## src/rtl/proc_pkg.sv

```systemverilog
// Shared opcodes, FSM state encodings and instruction field positions for the
// 16-bit processor's sequencer.
package proc_pkg;

    localparam logic [3:0] OP_NOP  = 4'h0;
    localparam logic [3:0] OP_ADDI = 4'h1;
    localparam logic [3:0] OP_ADD  = 4'h2;
    localparam logic [3:0] OP_SUB  = 4'h3;
    localparam logic [3:0] OP_HALT = 4'hE;
    localparam logic [3:0] OP_OUT  = 4'hF;

    typedef enum logic [2:0] {
        S_FETCH  = 3'd0,
        S_DECODE = 3'd1,
        S_EXEC   = 3'd2,
        S_WB     = 3'd3,
        S_HALT   = 3'd4
    } state_t;

    localparam int OP_HI  = 15;
    localparam int OP_LO  = 12;
    localparam int RA_HI  = 11;
    localparam int RA_LO  = 9;
    localparam int RB_HI  = 8;
    localparam int RB_LO  = 6;
    localparam int IMM_HI = 7;
    localparam int IMM_LO = 0;

endpackage

```

## src/rtl/step_divider.sv

```systemverilog
// Free-running step divider: one-cycle tick every TICK_DIV clocks while en=1.
// Dropping en clears the count and suppresses a tick in that same cycle.
module step_divider #(
    parameter int TICK_DIV = 2
) (
    input  logic clk,
    input  logic rst_n,
    input  logic en,
    output logic tick
);

    localparam int CNT_W = (TICK_DIV > 1) ? $clog2(TICK_DIV) : 1;
    localparam logic [CNT_W-1:0] LAST = CNT_W'(TICK_DIV - 1);

    logic [CNT_W-1:0] count_r;

    // Divider count; restarts from zero whenever en is low or the last count is reached.
    always_ff @(posedge clk or negedge rst_n) begin
        if (!rst_n) begin
            count_r <= {CNT_W{1'b0}};
        end else if (!en) begin
            count_r <= {CNT_W{1'b0}};
        end else if (count_r == LAST) begin
            count_r <= {CNT_W{1'b0}};
        end else begin
            count_r <= count_r + CNT_W'(1);
        end
    end

    assign tick = en && (count_r == LAST);

endmodule

```

## src/rtl/instr_sequencer.sv

```systemverilog
// Four-step FETCH/DECODE/EXEC/WB controller between the instruction ROM and the
// register file, paced by a step divider so the datapath can be watched on a board.
module instr_sequencer
    import proc_pkg::*;
#(
    parameter int TICK_DIV = 50000000,
    parameter int ADDR_W   = 3,
    parameter int DATA_W   = 16
) (
    input  logic              clk,
    input  logic              rst_n,
    input  logic              run,
    input  logic [DATA_W-1:0] instruction,
    input  logic [DATA_W-1:0] data_a,
    input  logic [DATA_W-1:0] data_b,
    output logic [ADDR_W-1:0] address,
    output logic [2:0]        reg_a,
    output logic [2:0]        reg_b,
    output logic              write_enable,
    output logic [DATA_W-1:0] write_data,
    output logic [DATA_W-1:0] result,
    output logic              halted,
    output logic [2:0]        state_dbg
);

    state_t            state_r;
    state_t            state_next_s;
    logic              tick_s;
    logic [3:0]        ir_op_r;
    logic [7:0]        ir_imm_r;
    logic [DATA_W-1:0] opa_r;
    logic [DATA_W-1:0] opb_r;

    step_divider #(
        .TICK_DIV (TICK_DIV)
    ) u_step_divider (
        .clk   (clk),
        .rst_n (rst_n),
        .en    (run),
        .tick  (tick_s)
    );

    // State register.
    always_ff @(posedge clk or negedge rst_n) begin
        if (!rst_n) begin
            state_r <= S_FETCH;
        end else begin
            state_r <= state_next_s;
        end
    end

    // Next-state: exactly one step per tick; HALT is terminal until reset.
    always_comb begin
        state_next_s = state_r;
        if (tick_s) begin
            case (state_r)
                S_FETCH:  state_next_s = S_DECODE;
                S_DECODE: state_next_s = S_EXEC;
                S_EXEC:   state_next_s = (ir_op_r == OP_HALT) ? S_HALT : S_WB;
                S_WB:     state_next_s = S_FETCH;
                S_HALT:   state_next_s = S_HALT;
                default:  state_next_s = S_FETCH;
            endcase
        end else begin
            state_next_s = state_r;
        end
    end

    // Datapath registers. Register addresses come straight from the ROM word so the
    // regfile has the whole DECODE step to return its one-clock-late read data.
    always_ff @(posedge clk or negedge rst_n) begin
        if (!rst_n) begin
            address      <= {ADDR_W{1'b0}};
            reg_a        <= 3'd0;
            reg_b        <= 3'd0;
            write_enable <= 1'b0;
            write_data   <= {DATA_W{1'b0}};
            result       <= {DATA_W{1'b0}};
            halted       <= 1'b0;
            ir_op_r      <= 4'h0;
            ir_imm_r     <= 8'h00;
            opa_r        <= {DATA_W{1'b0}};
            opb_r        <= {DATA_W{1'b0}};
        end else begin
            write_enable <= 1'b0;
            if (tick_s) begin
                case (state_r)
                    S_FETCH: begin
                        ir_op_r  <= instruction[OP_HI:OP_LO];
                        ir_imm_r <= instruction[IMM_HI:IMM_LO];
                        reg_a    <= instruction[RA_HI:RA_LO];
                        reg_b    <= instruction[RB_HI:RB_LO];
                    end
                    S_DECODE: begin
                        opa_r <= data_a;
                        opb_r <= data_b;
                    end
                    S_EXEC: begin
                        case (ir_op_r)
                            OP_ADDI: begin
                                write_data   <= DATA_W'(ir_imm_r);
                                write_enable <= 1'b1;
                            end
                            OP_ADD: begin
                                write_data   <= opa_r + opb_r;
                                write_enable <= 1'b1;
                            end
                            OP_SUB: begin
                                write_data   <= opa_r - opb_r;
                                write_enable <= 1'b1;
                            end
                            OP_OUT:  result <= opa_r;
                            OP_HALT: halted <= 1'b1;
                            default: ;
                        endcase
                    end
                    S_WB:    address <= address + ADDR_W'(1);
                    default: ;
                endcase
            end
        end
    end

    assign state_dbg = state_r;

endmodule

```

## config.mk

```make
export PLATFORM = sky130hd
export DESIGN_NAME = instr_sequencer
export DESIGN_NICKNAME = d
export VERILOG_FILES = /design/src/rtl/proc_pkg.sv /design/src/rtl/step_divider.sv /design/src/rtl/instr_sequencer.sv
export SDC_FILE = /design/constraint.sdc
export NUM_CORES = 1
export LEC_CHECK = 0
export ABC_AREA = 1
export BUFFER_PORTS_ARGS = -buffer_cell sky130_fd_sc_hd__clkbuf_2
export CAP_MARGIN = 20
export CELL_PAD_IN_SITES_DETAIL_PLACEMENT = 1
export CELL_PAD_IN_SITES_GLOBAL_PLACEMENT = 1
export CORE_MARGIN = 2
export CORE_UTILIZATION = 42
export CTS_CLUSTER_DIAMETER = 50
export DETAILED_ROUTE_END_ITERATION = 6
export PLACE_DENSITY_LB_ADDON = 0.1
export REMOVE_ABC_BUFFERS = 1
export SLEW_MARGIN = 10
export SYNTH_ARGS = -nofsm -noshare
export SYNTH_HDL_FRONTEND = slang
export SYNTH_SLANG_ARGS = --single-unit
```

## constraint.sdc

```tcl
create_clock -name clk -period 2.7 [get_ports clk]
set_input_delay 0.135 -clock clk [delete_from_list [all_inputs] [get_ports clk]]
set_output_delay 0.135 -clock clk [all_outputs]
set_load 0.01 [all_outputs]
```

==> metrics.yaml <==
outcome:
  outcome: "completed"
clocking:
  clk_latency_ps: 430
  cts_tree: "done"
  ctsRootBufferMaster: "clkbuf_16"
  htree_levels: 4
  cts_sinks: 114
  numCtsBuffers: 17
  path_clk_slew_ps: 60
  cts_max_path_buffers: 2
yosys:
  ys.flop_type: "dfrtp_1"
  yosys-top-cells-area: "dfrtp_1 45%, nand2_1 17%, nand3_1 7.7%"
  postSynthCellCount: 865
  synth_cell_types: 32
  ys_ff_latch: 114
  ys_seq_area_share_pct: 44.51
  synth_edf_count: 0
  synth_most_common_cell: "nand2_1"
  yosysTopAreaCell: "dfrtp_1"
  synth_top_cell_area_share_pct: 44.51
  netlist_top_cells_count: "289 x nand2_1, 114 x dfrtp_1, 99 x nand3_1, 93 x nor2_1, 84 x inv_1"
  postSynthAreaPerCell_sq_um: 7.410
  yosysWarnings: 0
  ys_async_sr_fraction_pct: 100.0
  synth_area_sq_mm: 0.006410
drt:
  drcViolationCount: 0
  wl_mm: 22.40
  num_vias: 6441
  drtIter0Drc: 329
  routed_via_density: 5.262
  wl_per_cell_um: 18.30
  postRouteAntennaNets: 0
  firstDrtPassIters: 6
worst_setup_path:
  crit_path_cell_trace: "nor2_1, nand2_1, or2_2, inv_1, a31oi_1, xnor2_1, ha_1, a21oi_1, o21ai_0, nor2_1, nand3b_1, nand3_1, nand2_1"
  crit_required_ps: 3020
  crit_type: "register to register"
  crit_fanout: 7
  cp_data_arrival_time_ps: 2930
  critical_path.top_delay_family: "simple AND/OR/NAND/NOR gates"
  cp-start-kind: "register"
  crit_path_max_incr_delay_ps: 420
  cpMaxStageDelayCell: "dfrtp_1"
  cp-end-kind: "register"
  path_buf_inv: 1
sta:
  hold_viol_final: 0
  rsz0062_at_grt: "yes"
  post-route-min-period_ps: 2614
  worst_slew_pin_slew_ps: 887.1
  period_share_pct: 96.82
  finalSetupViolCount: 0
  skew_ps: 12.49
  fmax_mhz: 382.5
  max_slew_margin_pct: 40.86
  timing.hold.ws_ps: 17.26
  final_max_slew_viol_count: 0
place:
  place_area_sq_mm: 0.007134
  dp.cells: 1142
  dp_hpwl_mm: 14.82
  port_buffers: 96
  place_congestion: 0.9328
worst_hold_path:
  hp-class: "input pin to register"
die:
  start_util_pct: 42.64
  dieArea_sq_mm: 0.01627
  die_w_um: 127.5
  core_sq_mm: 0.01503
  die_h_um: 127.5
  rows: 45
  io_pins: 97
global_routing:
  antenna_found_initial: 1
  grt_use_total_pct: 28.16
  grt_pass1_vias: 6965
  grt_pass1_wl_mm: 35.60
  gr-total-overflow: 0
  grt_max_degree: 66
finish:
  syn2layout_area_growth_pct: 32.29
  layout.cells.non_filler: 1224
  fin_nets: 1092
  design_area_sq_mm: 0.008479
  layout-drive-gt1-share_pct: 19.52
power_and_ir_drop:
  power_mw: 4.286
  power_density_mw_per_mm2: 505.4
  vdd_drop_max_mv: 0.4405
  leakagePower_nw: 4.487
run:
  max_cap_viol_count: 0
-- kinds of logic after synthesis --
group | after synthesis | share of synthesized area (%)
xor+xnor | 30 | 4.099
buf+inv | 108 | 6.969
flops | 114 | 44.51
simple gates | 538 | 35.90
fa+ha+maj | 19 | 3.826
compound gates | 56 | 4.704
-- power breakdown --
group          leakage (nW)  internal [mW]  switching [mW]  total [mW]
Clock                 0.285           1.48           0.905        2.39
Sequential             1.51           1.71         0.00601        1.72
Combinational          2.69         0.0846          0.0917       0.176
-- area by class of cell --
cell class / instances / area (sq um)
tap: 188 / 235.2
clock buffer: 18 / 439.2
antenna: 1 / 2.502
clock inverter: 14 / 180.2
multi-input combinational: 643 / 3353
inverter: 86 / 322.8
sequential: 114 / 2853
timing repair buffer: 160 / 1094
fill: 1865 / 6554
-- through the flow --
| stage | utilization, % | TNS (ps) | setup WS [ps] |
|---|---|---|---|
| floorplan | - | -3306 | -174.1 |
| global route | 56.40 | -437.6 | -147.1 |
| finish | 56.40 | 0 | 85.96 |
| global placement | 47.46 | 0 | 36.66 |
| CTS | 54.88 | -11.77 | -5.866 |
| detailed placement | 47.46 | -210.7 | -76.47 |
-- per-layer routing --
layer / GRT usage (%) / vias up / share of wire [%]
met2: 48.41 / 138 / 51
li1: - / 3065 / -
met4: 11.57 / 0 / 2.6
met5: 0 / - / 0
met1: 34.71 / 3192 / 43
met3: 5.528 / 46 / 3.5
-- repair_timing --
| action | CTS | global route |
|---|---|---|
| setup endpoints to repair | 7 | 11 |
| setup buffers | 0 | 2 |
| hold buffers | 47 | 0 |
| gates cloned | 0 | 0 |
| hold endpoints to repair | 109 | 0 |
| pin swaps | 0 | 6 |
| resized for setup | 10 | 44 |
-- worst register-to-register path, stage by stage, from the launching register on --
cell and delay (ps):
dfrtp_1 420, nor2_1 150, nand2_1 100, or2_2 300, inv_1 90, a31oi_1 110
xnor2_1 150, ha_1 380, a21oi_1 290, o21ai_0 140, nor2_1 160, nand3b_1 100
nand3_1 90, nand2_1 50
-- sequential cells by signal (all words and copies together), names as in the netlist --
register / cells
ir_imm_r: 6
opa_r: 16
opb_r: 16
result: 16
state_dbg: 3
address: 3
reg_a: 3
reg_b: 3
ir_op_r: 4
u_step_divider.count_r: 26
write_enable: 1
halted: 1
write_data: 16
-- cells in the final DEF (no fill, tap or decap), types with 3 or more instances in the layout --
cell | netlist | layout
nand2_1 | 289 | 283
dfrtp_1 | 114 | 114
nand3_1 | 99 | 95
clkbuf_2 | 0 | 95
nor2_1 | 93 | 91
inv_1 | 84 | 80
dlygate4sd3_1 | 0 | 47
nor3_1 | 24 | 21
o21ai_0 | 24 | 21
a21oi_1 | 24 | 19
clkbuf_16 | 0 | 17
buf_4 | 4 | 17
xnor2_1 | 15 | 15
xor2_1 | 15 | 13
nand2_2 | 5 | 11
nand4_1 | 10 | 10
ha_1 | 18 | 10
ha_4 | 0 | 8
a21oi_2 | 2 | 7
nand3b_1 | 7 | 7
inv_2 | 2 | 6
clkinvlp_4 | 0 | 5
nor2_4 | 2 | 4
clkinv_4 | 0 | 4
nand3_4 | 0 | 3
or2_2 | 3 | 3
o21ai_2 | 0 | 3
nor3_2 | 0 | 3
bufinv_16 | 0 | 3
-- final timing paths --
kind | slack, ps | from | to | cells past startpoint
min | 20 | instruction[7] | reg_b[1] | 3
max reg2reg | 90 | opb_r[4] | write_data[14] | 13
min in group asynchronous | 350 | rst_n | u_step_divider.count_r[3] | 2
min reg2reg | 470 | halted | halted | 2
max in group asynchronous | 1560 | rst_n | opa_r[14] | 3
max | 90 | opb_r[4] | write_data[14] | 13
No activity file was read; power rests on OpenSTA's default activity.
